[src/rtl/fp_addsub.sv]
// rtl/fp_addsub.sv - multi-cycle IEEE-style floating-point adder/subtractor
// Define FP_ADDSUB_RNE_EN for round-to-nearest-even; otherwise results truncate toward zero.
module fp_addsub #(
    parameter int EXP_W = 8,
    parameter int MAN_W = 23
) (
    input  logic                 clk,
    input  logic                 reset,
    input  logic                 start,
    input  logic                 op,
    input  logic [EXP_W+MAN_W:0] a,
    input  logic [EXP_W+MAN_W:0] b,
    output logic [EXP_W+MAN_W:0] result,
    output logic                 busy,
    output logic                 done,
    output logic                 ovf,
    output logic                 inv
);
    localparam int W  = 1 + EXP_W + MAN_W;
    localparam int D  = MAN_W + 4;
    localparam int XW = EXP_W + $clog2(MAN_W + 4) + 2;
    localparam logic [EXP_W-1:0]     EMAX   = '1;
    localparam logic signed [XW-1:0] EMAX_X = XW'((1 << EXP_W) - 1);
    localparam logic signed [XW-1:0] ONE_X  = XW'(1);
    localparam logic signed [XW-1:0] ZERO_X = '0;

    typedef enum logic [2:0] {S_IDLE, S_UNPACK, S_ALIGN, S_ADD, S_NORM, S_ROUND} state_t;
    typedef enum logic [1:0] {K_NUM, K_ZERO, K_INF, K_NAN} kind_t;

    state_t state, state_n;
    kind_t  kind, kind_u;
    logic [W-1:0]          ra, rb;
    logic                  rop, sgn, sml_s, ovf_p;
    logic signed [XW-1:0]  ex, ex_n, ex_r;
    logic [D:0]            mt, mt_n, sum;
    logic [D-1:0]          sml_m, mask, al;
    logic [EXP_W-1:0]      dif, ea, eb;
    logic [MAN_W-1:0]      fa, fb, frac_r;
    logic [MAN_W:0]        ma, mb;
    logic [MAN_W+1:0]      mr;
    logic [31:0]           sh;
    logic                  sa, sb, a_ge, sgn_u, nan_a, nan_b, inf_a, inf_b, inc;
    int                    lz;

    always_ff @(posedge clk) begin
        if (reset) state <= S_IDLE;
        else       state <= state_n;
    end

    always_comb begin
        state_n = state;
        case (state)
            S_IDLE:   if (start) state_n = S_UNPACK;
            S_UNPACK: state_n = S_ALIGN;
            S_ALIGN:  state_n = S_ADD;
            S_ADD:    state_n = S_NORM;
            S_NORM:   state_n = S_ROUND;
            default:  state_n = S_IDLE;
        endcase
    end

    // Unpack: flush denormals, order operands by magnitude, classify specials
    always_comb begin
        sa = ra[W-1];       ea = ra[W-2:MAN_W]; fa = ra[MAN_W-1:0];
        sb = rb[W-1] ^ rop; eb = rb[W-2:MAN_W]; fb = rb[MAN_W-1:0];
        ma = (ea == '0) ? '0 : {1'b1, fa};
        mb = (eb == '0) ? '0 : {1'b1, fb};
        nan_a = (ea == EMAX) && (fa != '0);
        nan_b = (eb == EMAX) && (fb != '0);
        inf_a = (ea == EMAX) && (fa == '0);
        inf_b = (eb == EMAX) && (fb == '0);
        a_ge  = {ea, ma} >= {eb, mb};
        kind_u = K_NUM;
        sgn_u  = a_ge ? sa : sb;
        if (nan_a || nan_b || (inf_a && inf_b && (sa != sb))) begin
            kind_u = K_NAN;
            sgn_u  = 1'b0;
        end else if (inf_a) begin
            kind_u = K_INF;
            sgn_u  = sa;
        end else if (inf_b) begin
            kind_u = K_INF;
            sgn_u  = sb;
        end
    end

    // Align with saturating shift; every bit shifted out collapses into sticky
    always_comb begin
        sh   = (32'(dif) > 32'(MAN_W + 3)) ? 32'(MAN_W + 3) : 32'(dif);
        mask = (D'(1) << sh) - D'(1);
        al   = (sml_m >> sh) | D'(|(sml_m & mask));
        sum  = (sgn == sml_s) ? mt + {1'b0, sml_m} : mt - {1'b0, sml_m};
    end

    always_comb begin
        lz = 0;
        for (int i = 0; i < D; i++)
            if (mt[i]) lz = D - 1 - i;
        if (mt[D]) begin
            mt_n = {1'b0, mt[D:2], mt[1] | mt[0]};
            ex_n = ex + ONE_X;
        end else begin
            mt_n = {1'b0, mt[D-1:0] << lz};
            ex_n = ex - XW'(lz);
        end
    end

    always_comb begin
`ifdef FP_ADDSUB_RNE_EN
        inc = mt[2] & (mt[1] | mt[0] | mt[3]);
`else
        inc = 1'b0;
`endif
        mr = {1'b0, mt[D-1:3]} + (MAN_W+2)'(inc);
        if (mr[MAN_W+1]) begin
            frac_r = mr[MAN_W:1];
            ex_r   = ex + ONE_X;
        end else begin
            frac_r = mr[MAN_W-1:0];
            ex_r   = ex;
        end
    end

    always_ff @(posedge clk) begin
        if (reset) begin
            result <= '0;
            busy   <= 1'b0;
            done   <= 1'b0;
            ovf    <= 1'b0;
            inv    <= 1'b0;
            ra     <= '0;
            rb     <= '0;
            rop    <= 1'b0;
            kind   <= K_ZERO;
            sgn    <= 1'b0;
            sml_s  <= 1'b0;
            ovf_p  <= 1'b0;
            ex     <= '0;
            mt     <= '0;
            sml_m  <= '0;
            dif    <= '0;
        end else begin
            done <= 1'b0;
            busy <= (state_n != S_IDLE) || (state == S_ROUND);
            case (state)
                S_IDLE: if (start) begin
                    ra  <= a;
                    rb  <= b;
                    rop <= op;
                end
                S_UNPACK: begin
                    kind  <= kind_u;
                    sgn   <= sgn_u;
                    ovf_p <= 1'b0;
                    sml_s <= a_ge ? sb : sa;
                    ex    <= XW'(a_ge ? ea : eb);
                    mt    <= {1'b0, a_ge ? ma : mb, 3'b000};
                    sml_m <= {a_ge ? mb : ma, 3'b000};
                    dif   <= a_ge ? ea - eb : eb - ea;
                end
                S_ALIGN: sml_m <= al;
                S_ADD: if (kind == K_NUM) begin
                    mt <= sum;
                    if (sum == '0) begin
                        kind <= K_ZERO;
                        sgn  <= sgn & sml_s;
                    end
                end
                S_NORM: if (kind == K_NUM) begin
                    mt <= mt_n;
                    ex <= ex_n;
                    if (ex_n >= EMAX_X) begin
                        kind  <= K_INF;
                        ovf_p <= 1'b1;
                    end else if (ex_n <= ZERO_X) begin
                        kind <= K_ZERO;
                    end
                end
                S_ROUND: begin
                    done <= 1'b1;
                    inv  <= (kind == K_NAN);
                    ovf  <= 1'b0;
                    case (kind)
                        K_NAN:  result <= {1'b0, EMAX, 1'b1, {(MAN_W-1){1'b0}}};
                        K_INF: begin
                            result <= {sgn, EMAX, {MAN_W{1'b0}}};
                            ovf    <= ovf_p;
                        end
                        K_ZERO: result <= {sgn, {(EXP_W+MAN_W){1'b0}}};
                        default: begin
                            if (ex_r >= EMAX_X) begin
                                result <= {sgn, EMAX, {MAN_W{1'b0}}};
                                ovf    <= 1'b1;
                            end else begin
                                result <= {sgn, ex_r[EXP_W-1:0], frac_r};
                            end
                        end
                    endcase
                end
                default: ;
            endcase
        end
    end
endmodule

[config.mk]
export PLATFORM = sky130hd
export DESIGN_NAME = fp_addsub
export DESIGN_NICKNAME = d
export VERILOG_FILES = /design/src/rtl/fp_addsub.sv
export SDC_FILE = /design/constraint.sdc
export NUM_CORES = 1
export LEC_CHECK = 0
export BUFFER_PORTS_ARGS = -buffer_cell sky130_fd_sc_hd__buf_4
export CORE_MARGIN = 2
export CORE_UTILIZATION = 57
export DETAILED_ROUTE_END_ITERATION = 16
export MAX_ROUTING_LAYER = met4
export PLACE_DENSITY = 0.78
export SETUP_SLACK_MARGIN = 0.05
export SYNTH_ARGS = -nofsm -noshare
export SYNTH_HDL_FRONTEND = slang
export SYNTH_SLANG_ARGS = --single-unit
[constraint.sdc]
create_clock -name clk -period 5.08 [get_ports clk]
set_input_delay 1.27 -clock clk [delete_from_list [all_inputs] [get_ports clk]]
set_output_delay 1.27 -clock clk [all_outputs]
set_load 0.05 [all_outputs]
==> reports/qor.txt, run 1 <==
Peak supply drop - 0.292 mV
Slew margin rel. - 19.7%
Htree depth - 4
Worst-Margin Slew - 1.19 ns
Fin crit share - 97.7%
Avg Inst Size Synth - 7.18 um2
Most frequent cell after synthesis - nand2_1
Placed cell area - 17400 um2
Vias in the first global route - 16000
Layout area overhead - 14.4%
Startpoint class of the critical path - flop
Synthesized instance count - 2236
Worst min-delay path category - flop to flop
TNS Setup - 0 ns
Final setup fails - 0
Per-cell routed wire length - 22.2 um
Multi-input logic area - 11700 um2
Post-layout min period - 4.96 ns
GP Congestion - 1.00
Share of cells above drive strength 1 - 14.9%
Clock root cell - clkbuf_16
Initial DRC Count - 2088
Outcome - complete, no violations
ANT nets after route - 0
Cell taking the most area after synthesis - dfxtp_1
Die Y - 172 um
Die area - 29500 um2
CTS tree - built
CTS sink cnt - 187
Synth warnings - 0
Required time of the worst setup path - 5.44 ns
Remaining Overflow, GRT - 0
Netlist Area Pre-Place - 16000 um2
Slowest cell on the critical path - o41a_1
Post-synthesis sequential area ratio - 23.3%
Core area - 27800 um2
Ant diodes - 0
CP cell instances - buf_6 -> nor2b_2 -> o21bai_1 -> a21oi_1 -> o21bai_1 -> a21oi_2 -> a21oi_4 -> ha_4 -> and3_4 -> ha_4 -> nor2b_4 -> ha_1 -> inv_2 -> a21oi_4 -> o41a_1 -> o21a_1 -> or4_4 -> a211oi_2 -> nand4bb_1 -> o31a_1 -> and2_4 -> a311o_1
CTS Buf Count - 17
Worst setup margin - 0.119 ns
CP peak stage delay - 0.45 ns
Port Buffer Count - 103
Asr flop ratio synth - 0%
Routed vias - 17800
EDFF count, synth - 0
Num rows - 61
Synth Net Count - 2393
Final hold violations - 0
Leakage power - 0.00767 uW
Clock buffer depth - 2
Filler instances - 2557
P per Cell Area - 436 nW/um2
DR pass1 iterations - 6
Crit path arrival time - 5.32 ns
Critical-path maximum fanout - 3
Total power - 8010 uW
Dpl ws - -0.116 ns
Die width - 172 um
Synth cell count leaders - 336 x nand2_1, 233 x a21oi_1, 209 x nor2_1
Post-synth top flop - dfxtp_1
Vias per inst - 6.65
DRC viols - 0
Share of Yosys cell area claimed by the top area cell type - 23.3%
Nature of the critical path endpoint - flop
Crit path kind - flop to flop
# Max-Cap Violations - 0
Tot GR Track Use - 40.2%
Clk pin slew, worst setup/hold paths - 0.09 ns
Starting density of the core - 57.8%
Post-layout net count - 2444
F_max - 0.202 GHz
Register area - 3750 um2
Initial antenna violation count - 0
Largest net degree at the start of global routing - 79
First-pass GRT wire length - 89800 um
Yosys cell types - 90
RSZ-0062 raised after global routing - true
Final wirelength - 59400 um
Util after Layout - 66.1%
I/O pin total - 104
Clock Latency Late Sink - 0.47 ns
Final HPWL DP - 44700 um
#FFs+latches synth - 187
Layout Skew - 0.0192 ns
Synth area leaders - dfxtp_1 23%, nand2_1 7.9%, mux2i_1 7.4%, a21oi_1 7.3%, ha_1 6.6%
Slew Viols, Final - 0
Post-route cell area - 18400 um2
[through the flow]
step                      instances  hold slack (ns)
after global routing           2678            0.489
after floorplan                2236            0.436
after global placement         2632            0.441
after detailed placement       2632            0.453
after CTS                      2667            0.462
final                          2678            0.464
[cell type report]
class | count | area share (%)
clock buffer | 17 | 2.32
clock inverter | 15 | 0.982
inverter | 60 | 1.23
multi-input combinational | 1807 | 63.5
sequential | 187 | 20.4
tap | 378 | 2.58
timing repair buffer | 214 | 8.93
[where the power goes]
group | switching [uW] | total [uW] | internal (uW)
Clock | 722 | 1400 | 676
Combinational | 2980 | 4820 | 1850
Sequential | 204 | 1780 | 1580
Total | 3900 | 8010 | 4100
[layer usage]
metal	GRT usage, %	share of wire [%]
met1	54.5	43
met2	59.5	43
met3	7.80	9.6
met4	14.7	3.6
met5	-	0
[layout by cell type (no fill, tap or decap), types with 10 or more instances in the layout]
cell type,synthesis,layout
nand2_1,336,335
a21oi_1,233,229
buf_4,1,210
nor2_1,209,208
dfxtp_1,187,181
o21ai_0,136,132
mux2i_1,119,119
ha_1,85,81
inv_1,60,59
a211oi_1,53,51
xnor2_1,49,49
nand3_1,45,43
nor3_1,37,34
a22oi_1,33,33
nand2b_1,30,29
a31oi_1,30,28
a21o_1,27,27
a221oi_1,26,26
nor4_1,27,23
nand4_1,23,23
and2_1,24,21
o211ai_1,20,20
clkbuf_16,0,17
xor2_1,16,16
o22ai_1,14,13
and3_1,14,12
or4_1,13,11
o21a_1,11,11
mux2_2,11,11
nor2b_1,12,10
a311oi_1,11,10
[final timing paths]
check,from,end,slack (ns),depth (start not counted)
min,sml_s$_SDFFE_PP0P_,sml_s$_SDFFE_PP0P_,0.46,2
max reg2reg,mt[1]$_SDFFE_PP0P_,kind[0]$_SDFFE_PP1P_,0.12,22
min reg2reg,sml_s$_SDFFE_PP0P_,sml_s$_SDFFE_PP0P_,0.46,2
max,mt[1]$_SDFFE_PP0P_,kind[0]$_SDFFE_PP1P_,0.12,22
[worst max-delay path, delay by kind of cell, from the launching register on]
family	cells	cell delay (ns)
adders and majority gates	3	0.70
buffers and inverters	2	0.21
and+or+nand+nor	6	1.18
AOI/OAI and AO/OA	11	2.42
DFF	1	0.34
[registers in the layout, summed over array words and instances (netlist names)]
signal	cells
busy	1
dif	8
done	1
ex	15
inv	1
kind	2
mt	28
ovf	1
ovf_p	1
ra	32
rb	32
result	32
rop	1
sgn	1
sml_m	27
sml_s	1
state	3
[repair_timing]
item,in CTS,in global routing
setup endpoints to repair,3,3
gates resized for setup,5,58
cloned,0,0
pin swaps,1,29
buffers inserted,3,12
hold buffers,0,0
[logic make-up (layout without fill, tap and decap cells)]
kind of cell	Yosys count	after routing	synth area share [%]
fa+ha+maj	89	89	7.13
mux	132	132	8.48
buf+inv	242	306	5.98
compound gates	710	710	28.6
simple gates	811	811	22.9
flops	187	187	23.3
xor+xnor	65	65	3.55
No activity file was read; power rests on OpenSTA's default activity.
==> run 2: changes to the inputs <==
--- a/config.mk
+++ b/config.mk
@@ -7,10 +7,10 @@
 export LEC_CHECK = 0
 export BUFFER_PORTS_ARGS = -buffer_cell sky130_fd_sc_hd__buf_4
 export CORE_MARGIN = 2
-export CORE_UTILIZATION = 57
+export CORE_UTILIZATION = 40
 export DETAILED_ROUTE_END_ITERATION = 16
 export MAX_ROUTING_LAYER = met4
-export PLACE_DENSITY = 0.78
+export PLACE_DENSITY = 0.56
 export SETUP_SLACK_MARGIN = 0.05
 export SYNTH_ARGS = -nofsm -noshare
 export SYNTH_HDL_FRONTEND = slang
==> constraint.sdc (replaced) <==
create_clock -name clk -period 6.2 [get_ports clk]
set_input_delay 1.55 -clock clk [delete_from_list [all_inputs] [get_ports clk]]
set_output_delay 1.55 -clock clk [all_outputs]
set_load 0.05 [all_outputs]
==> run 2 against run 1 <==
Effect of this change:
- wire length grew 1.4%
- critical path depth shrank 4
- maximum frequency shrank 11%
- global-route usage shrank 11 points
- first-iteration DRC count shrank 23%
- die area grew 41%
- clock power shrank 21%
- combinational power shrank 26%
- flip-flop and latch count is the same
- sequential power shrank 16%
- critical path type unchanged
- largest cell class unchanged
- highest routed layer unchanged
==> reports/qor.txt, run 2 (synthesis results as in run 1) <==
Logic pwr share - 57.8% (was 60.3%)
DR pass1 iterations - 6 (unchanged)
Slew Viols, Final - 0 (unchanged)
CTS tree - built (unchanged)
Initial antenna violation count - 0 (unchanged)
Num rows - 73 (was 61)
TNS Setup - 0 ns (unchanged)
RSZ-0062 raised after global routing - false (was true)
Worst R2R Start - mt[0]$_SDFFE_PP0P_ (was mt[1]$_SDFFE_PP0P_)
Peak supply drop - 0.234 mV (was 0.292 mV)
Clk pin slew, worst setup/hold paths - 0.07 ns (was 0.09 ns)
Startpoint class of the critical path - flop (unchanged)
Met1 Use GR - 41.0% (was 54.5%)
R2R setup slack - 0.62 ns (was 0.12 ns)
Post-layout min period - 5.58 ns (was 4.96 ns)
CTS sink cnt - 187 (unchanged)
Total power - 6180 uW (was 8010 uW)
Pint - 3180 uW (was 4100 uW)
Part of the power in registers - 24.2% (was 22.3%)
CTS Hold Bufs - 0 (unchanged)
Clock buffer depth - 2 (unchanged)
Hold path start - result[31]$_SDFFE_PP0P_ (was sml_s$_SDFFE_PP0P_)
Final wirelength - 60300 um (was 59400 um)
P_sw - 3000 uW (was 3900 uW)
Per-cell routed wire length - 21.9 um (was 22.2 um)
ANT nets after route - 0 (unchanged)
Layout Skew - 0.0149 ns (was 0.0192 ns)
Slew margin rel. - 22.8% (was 19.7%)
Clock Latency Late Sink - 0.48 ns (was 0.47 ns)
Most common cell after layout, fill and taps aside - nand2_1 (unchanged)
Tot GR Track Use - 29.3% (was 40.2%)
Clock Power Share - 18.0% (was 17.5%)
Grt peak-use layer - met2 (unchanged)
P per Cell Area - 351 nW/um2 (was 436 nW/um2)
DRC viols - 0 (unchanged)
Crit path kind - flop to flop (unchanged)
Critical-path maximum fanout - 11 (was 3)
GP Congestion - 0.974 (was 1.00)
Outcome - complete, no violations (unchanged)
Final setup fails - 0 (unchanged)
Largest registers - ra (32), rb (32), result (32) (unchanged)
Sw frac - 48.6% (was 48.8%)
CTS resizes - 0 (was 5)
Nature of the critical path endpoint - flop (unchanged)
Worst Hold End - result[31]$_SDFFE_PP0P_ (was sml_s$_SDFFE_PP0P_)
Clock root cell - clkbuf_16 (unchanged)
Share of cells above drive strength 1 - 9.77% (was 14.9%)
First-pass GRT wire length - 92800 um (was 89800 um)
Remaining Overflow, GRT - 0 (unchanged)
Min-Delay Path Depth - 2 (unchanged)
Port Buffer Count - 103 (unchanged)
Core area - 39600 um2 (was 27800 um2)
Required time of the worst setup path - 6.56 ns (was 5.44 ns)
Starting density of the core - 40.5% (was 57.8%)
F_max - 0.179 GHz (was 0.202 GHz)
Largest net degree at the start of global routing - 103 (was 79)
FF-to-FF End - kind[0]$_SDFFE_PP1P_ (unchanged)
Met2 usage - 44.5% (was 59.5%)
Vias per inst - 6.15 (was 6.65)
Fin crit share - 89.9% (was 97.7%)
Ant diodes - 0 (unchanged)
Worst r2r path cells - 18 (was 22)
Die area - 41700 um2 (was 29500 um2)
I/O pin total - 104 (unchanged)
Most frequent cells in the layout - 336 x nand2_1, 232 x a21oi_1, 209 x nor2_1, 187 x dfxtp_1 (was 335 x nand2_1, 229 x a21oi_1, 210 x buf_4, 208 x nor2_1, 181 x dfxtp_1)
Layout area overhead - 9.79% (was 14.4%)
Routed vias - 16900 (was 17800)
Htree depth - 4 (unchanged)
# Max-Cap Violations - 0 (unchanged)
Initial DRC Count - 1607 (was 2088)
Final HPWL DP - 45900 um (was 44700 um)
Post-CTS setup buffers - 0 (was 3)
Leakage power - 0.00719 uW (was 0.00767 uW)
Post-layout net count - 2367 (was 2444)
Vias in the first global route - 15700 (was 16000)
M3 GR Usage - 3.33% (was 7.80%)
Die width - 204 um (was 172 um)
CTS Buf Count - 17 (unchanged)
Worst-Margin Slew - 1.16 ns (was 1.19 ns)
Die Y - 204 um (was 172 um)
Worst min-delay path category - flop to flop (unchanged)
Crit path arrival time - 5.94 ns (was 5.32 ns)
Final hold violations - 0 (unchanged)
Util after Layout - 44.4% (was 66.1%)
[run 2: worst max-delay path by stage]
stage / from / to / slack, ns / depth (start not counted)
after detailed placement: mt[23]$_SDFFE_PP0P_ / kind[0]$_SDFFE_PP1P_ / 0.82 / 16
after floorplan: mt[19]$_SDFFE_PP0P_ / kind[0]$_SDFFE_PP1P_ / 0.88 / 24
after global routing: sml_m[7]$_SDFFE_PP0P_ / kind[0]$_SDFFE_PP1P_ / 0.36 / 18
after CTS: mt[23]$_SDFFE_PP0P_ / kind[0]$_SDFFE_PP1P_ / 0.78 / 16
final: mt[0]$_SDFFE_PP0P_ / kind[0]$_SDFFE_PP1P_ / 0.62 / 18
after global placement: mt[3]$_SDFFE_PP0P_ / kind[0]$_SDFFE_PP1P_ / 0.94 / 18
[run 2: area by class of cell]
cell class,instances,area [um2]
fillers,4190,22000
flip-flops and latches,187,3740
clock buffers,20,457
inverters,60,225
well taps,525,657
repair buffers,137,1040
clock inverters,11,115
multi-input cells,1807,11400
[run 2: metal layers]
layer	vias to the layer above	wire length, um
met5	-	0
met4	0	1190
met3	73	3500
met2	630	27000
met1	8103	28600
li1	8100	-
[run 2: through the flow]
stage	hold slack [ns]	instances	cell area, um2	setup slack, ns
5_1_grt	0.488	2747	17600	0.358
3_3_place_gp	0.442	2716	17000	0.944
6_report	0.457	2747	17600	0.625
3_5_place_dp	0.451	2716	17000	0.823
2_1_floorplan	0.436	2236	16000	0.877
4_1_cts	0.461	2747	17600	0.779
[run 2: power by group through the flow]
stage | logic (uW) | registers, uW | clock network [uW]
2_1_floorplan | 2670 | 1390 | 0
3_3_place_gp | 3460 | 1510 | 0
3_5_place_dp | 3480 | 1520 | 0
4_1_cts | 3500 | 1490 | 1130
5_1_grt | 3870 | 1510 | 1170
6_report | 3570 | 1500 | 1110
[run 2: worst max-delay path, stage by stage, from the launching register on]
cell and delay (ns):
dfxtp_1 0.55, nor3b_1 0.25, o31ai_1 0.09, a211oi_1 0.59, o211ai_1 0.27, ha_1 0.29
and3_1 0.16, ha_1 0.26, nor2b_1 0.13, ha_1 0.33, or4_1 0.52, a31oi_1 0.29
o21ai_0 0.25, xnor2_1 0.20, o21bai_1 0.18, nand4bb_1 0.28, o31a_1 0.37, and2_1 0.18
a311o_1 0.26
